**src/rtl/gray_7seg_driver.sv**
```systemverilog
// gray_7seg_driver: Gray-to-binary converter with step/error flags and a
// multiplexed active-low hex display of the converted value.
module gray_7seg_driver #(
  parameter int N     = 4,
  parameter int DIV   = 50000,
  parameter int BLANK = 2
) (
  input  logic         clk,
  input  logic         reset,
  input  logic [N-1:0] gray_in,
  output logic [N-1:0] bin_out,
  output logic         step,
  output logic         gray_err,
  output logic [3:0]   an,
  output logic [6:0]   seg,
  output logic         dp
);
  localparam int ND = (N + 3) / 4;
  localparam int RW = $clog2(DIV);
  localparam logic [6:0] FONT [16] = '{
    7'h40, 7'h79, 7'h24, 7'h30, 7'h19, 7'h12, 7'h02, 7'h78,
    7'h00, 7'h10, 7'h08, 7'h03, 7'h46, 7'h21, 7'h06, 7'h0E
  };
  logic [N-1:0]  gray_q;
  logic [N-1:0]  disp;
  logic [N-1:0]  bin_d;
  logic [N-1:0]  diff;
  logic [RW-1:0] rcnt;
  logic [1:0]    idx;
  logic [15:0]   disp_w;
  logic [3:0]    nib;
  logic          multi;
  logic          slot_end;
  logic          frame_end;
  logic          lit;
  always_comb begin
    bin_d = '0;
    for (int i = 0; i < N; i++) bin_d[i] = ^(gray_in >> i);
  end
  // A change touching two or more bits leaves a nonzero result after clearing the lowest set bit.
  always_comb begin
    diff      = gray_in ^ gray_q;
    multi     = |(diff & (diff - 1'b1));
    slot_end  = rcnt == RW'(DIV - 1);
    frame_end = slot_end && idx == 2'(ND - 1);
    lit       = rcnt >= RW'(BLANK);
    disp_w    = 16'(disp);
    nib       = disp_w[{idx, 2'b00} +: 4];
  end
  always_ff @(posedge clk or posedge reset) begin
    if (reset) begin
      gray_q   <= '0;
      bin_out  <= '0;
      step     <= 1'b0;
      gray_err <= 1'b0;
    end else begin
      gray_q   <= gray_in;
      bin_out  <= bin_d;
      step     <= gray_in != gray_q;
      gray_err <= gray_err | multi;
    end
  end
  // disp samples bin_out, so an input change on the latch cycle lands one frame later.
  always_ff @(posedge clk or posedge reset) begin
    if (reset) begin
      rcnt <= '0;
      idx  <= '0;
      disp <= '0;
    end else begin
      rcnt <= slot_end ? '0 : rcnt + 1'b1;
      idx  <= slot_end ? (idx == 2'(ND - 1) ? 2'd0 : idx + 2'd1) : idx;
      disp <= frame_end ? bin_out : disp;
    end
  end
  always_ff @(posedge clk or posedge reset) begin
    if (reset) begin
      an  <= 4'hF;
      seg <= 7'h7F;
      dp  <= 1'b1;
    end else begin
      an  <= lit ? ~(4'b0001 << idx) : 4'hF;
      seg <= lit ? FONT[nib] : 7'h7F;
      dp  <= ~(gray_err && lit && idx == 2'd0);
    end
  end
endmodule

```
**config.mk**
```make
export PLATFORM = sky130hd
export DESIGN_NAME = gray_7seg_driver
export DESIGN_NICKNAME = d
export VERILOG_FILES = /design/src/rtl/gray_7seg_driver.sv
export SDC_FILE = /design/constraint.sdc
export NUM_CORES = 1
export LEC_CHECK = 0
export ABC_AREA = 1
export CAP_MARGIN = 20
export CORE_MARGIN = 8
export CORE_UTILIZATION = 45
export CTS_BUF_LIST = sky130_fd_sc_hd__clkbuf_2 sky130_fd_sc_hd__clkbuf_4 sky130_fd_sc_hd__clkbuf_8
export CTS_CLUSTER_DIAMETER = 80
export CTS_CLUSTER_SIZE = 25
export DETAILED_ROUTE_END_ITERATION = 8
export GPL_ROUTABILITY_DRIVEN = 0
export GPL_TIMING_DRIVEN = 1
export PLACE_DENSITY = 0.78
export SLEW_MARGIN = 5
export SYNTH_ARGS = -nofsm -noshare
export SYNTH_HDL_FRONTEND = slang
export SYNTH_SLANG_ARGS = --single-unit
```
**constraint.sdc**
```tcl
create_clock -name clk -period 2.4 [get_ports clk]
set_clock_uncertainty 0.2 [all_clocks]
set_input_delay 0.48 -clock clk [delete_from_list [all_inputs] [get_ports clk]]
set_output_delay 0.48 -clock clk [all_outputs]
set_load 0.005 [all_outputs]
```
==> qor.yml <==
ant_nets: 0
r2r-start: "idx[0]"
syn2layout_area_growth_pct: 17.30
setup_viol: 0
grt_remaining_overflow: 0
crit_cells: 1
post-dp-hpwl_um: 3135
finalHoldViolCount: 0
power_density_mw_per_mm2: 483.6
die_h_um: 86.59
rr_endpoint: "seg[0]"
layout-drive-gt1-share: 0.1103
tritoncts: "done"
n_antenna_cell: 0
min_period_ns: 1.994
rows: 25
dp_slack_ns: 0.4846
wirelength_um: 4120
crit_chain: "clkdlybuf4s50_1"
drt-initial-drc-count: 47
grtUsageMet3: 0.02741
ff2ff_setup_slack_ns: 0.48
antenna_found_initial: 0
critPathLaunchType: "flip-flop"
grt.busiest_layer: "met2"
clk_latency_ns: 0.30
crit_buf_inv: 1
clk_pin_slew_ns: 0.08
grt_usage: 0.1221
drc: 0
postCtsResizedCells: 0
power.total_mw: 1.272
end_kind: "primary output"
die_w_um: 86.59
grt_pass1_vias: 1698
dieArea_mm2: 0.007497
worstHoldPathType: "reg2reg"
ys_seq_area_frac: 0.4866
tns_ns: 0
layout_common_cells: "nand2_1 (66), nor2_1 (37), dfrtp_1 (31)"
crit_start: "seg[0]"
maxSlewHeadroom: 0.6591
viasPerCell: 4.824
crit_fanout: 1
status: "finished clean"
wl_per_cell_um: 11.54
path_delay_family: "flip-flops"
port_buffers: 23
grt_pass1_wl_um: 7258
vdd_drop_max_uv: 310.3
syn_area_per_cell_um2: 8.624
clock_path_buffers: 2
path_class: "reg2out"
cp.required_ns: 1.72
synth_cell_type_count: 23
maxCapViolCount: 0
synth_fp_nets: 279
rsz0062_at_grt: "false"
worstMarginPinSlew_ns: 0.5114
met2_usage: 0.2097
reg2reg_depth: 9
met1_usage: 0.1360
num_vias: 1722
cts_setup_buffers: 0
cts_made_buffers: 5
coreArea_mm2: 0.004755
final_nets: 308
cp_slowest_cell: "dfstp_2"
ctsHoldBuffers: 0
drt-pass1-iter-count: 4
floorplan.initialDensity: 0.4716
critPathCapture: "seg[0]"
htree_levels: 2
grt_max_degree: 44
p_leak_nw: 1.219
ys.warnings.count: 0
clock_sinks: 43
fin_crit_sh: 0.8307
slew_viol_final: 0
nFillCells: 454
syn-instance-count: 260
setup_ws_ns: 0.4063
max_stage_delay_ns: 0.52
cp.arrival_ns: 1.31
cts_root_buf: "clkbuf_8"
final_common_cell: "nand2_1"
ys_seq_elements: 43
synth_area_mm2: 0.002242
ios: 24
fmax_ghz: 0.5016
==> cells in the mapped netlist <==
library cell / count / area [um^2]
o21ai_2: 1 / 8.760
or2_0: 1 / 6.260
inv_2: 1 / 3.750
ha_1: 13 / 162.7
or2_2: 1 / 6.260
nor2_4: 3 / 33.78
nor3_1: 1 / 5.000
buf_6: 2 / 22.52
nor2_1: 37 / 138.9
nand3_1: 22 / 110.1
buf_4: 1 / 7.510
nand2_2: 1 / 6.260
o21ai_1: 1 / 5.000
nand4_1: 8 / 50.05
inv_1: 26 / 97.59
dfstp_2: 12 / 315.3
xor2_1: 12 / 105.1
dfrtp_1: 31 / 775.7
nor2_2: 2 / 12.51
o21ai_0: 12 / 60.06
xnor2_1: 5 / 43.79
nand3_4: 1 / 17.52
nand2_1: 66 / 247.7
==> how the worst min path moves through the flow <==
stage             from       to  slack [ns]  cells after the start
2_1_floorplan  disp[0]  disp[0]        0.24                      2
3_3_place_gp   disp[0]  disp[0]        0.26                      2
3_5_place_dp   disp[0]  disp[0]        0.26                      2
4_1_cts        disp[0]  disp[0]        0.29                      2
5_1_grt        rcnt[0]  rcnt[0]        0.30                      1
6_report       disp[0]  disp[0]        0.28                      2
==> where the power goes <==
| group | internal [mW] | switching [mW] | leakage [nW] |
|---|---|---|---|
| clock | 0.215 | 0.245 | 0.0446 |
| sequential | 0.737 | 0.00622 | 0.517 |
| combinational | 0.0349 | 0.0342 | 0.658 |
| total | 0.986 | 0.285 | 1.22 |
==> cell type report <==
class / instances / area, um^2 / area share
flip-flops and latches: 43 / 1091 / 0.4148
multi-input cells: 187 / 1020 / 0.3877
repair buffers: 25 / 245.2 / 0.09324
inverters: 27 / 101.3 / 0.03853
well taps: 67 / 83.83 / 0.03187
clock buffers: 6 / 76.32 / 0.02902
clock inverters: 2 / 12.51 / 0.004757
==> tightest hold or removal path, stage by stage (launching register included) <==
cell and delay, ns:
dfrtp_1 0.35, nand2_1 0.06, nand2_1 0.04
==> metrics by stage <==
stage	cells	instance area, um^2	utilization	hold WS [ns]
global route	357	2630	0.5532	0.2963
floorplan	260	2242	-	0.2421
detailed placement	349	2541	0.5345	0.2631
global placement	349	2541	0.5345	0.2600
CTS	357	2630	0.5532	0.2851
finish	357	2630	0.5532	0.2818
==> logic make-up after synthesis <==
family / after synthesis / share of synthesized area
AND/OR/NAND/NOR: 143 / 0.2829
flip-flops: 43 / 0.4866
buffers and inverters: 30 / 0.05859
XOR/XNOR: 17 / 0.06641
AO/OA/AOI/OAI: 14 / 0.03292
adder cells (fa/ha/maj): 13 / 0.07255
==> layer usage <==
metal  routed length, um  up-vias
li1                    -      873
met1                1795      791
met2                1980       49
met3                 242        9
met4                 102        0
met5                   0        -
==> flip-flops by register name, summed over array words and instances, names as in the netlist <==
signal / count
idx: 2
bin_out: 4
gray_q: 3
an: 4
gray_err: 1
disp: 4
rcnt: 16
step: 1
dp: 1
seg: 7
(Power assumes the default switching activity.)
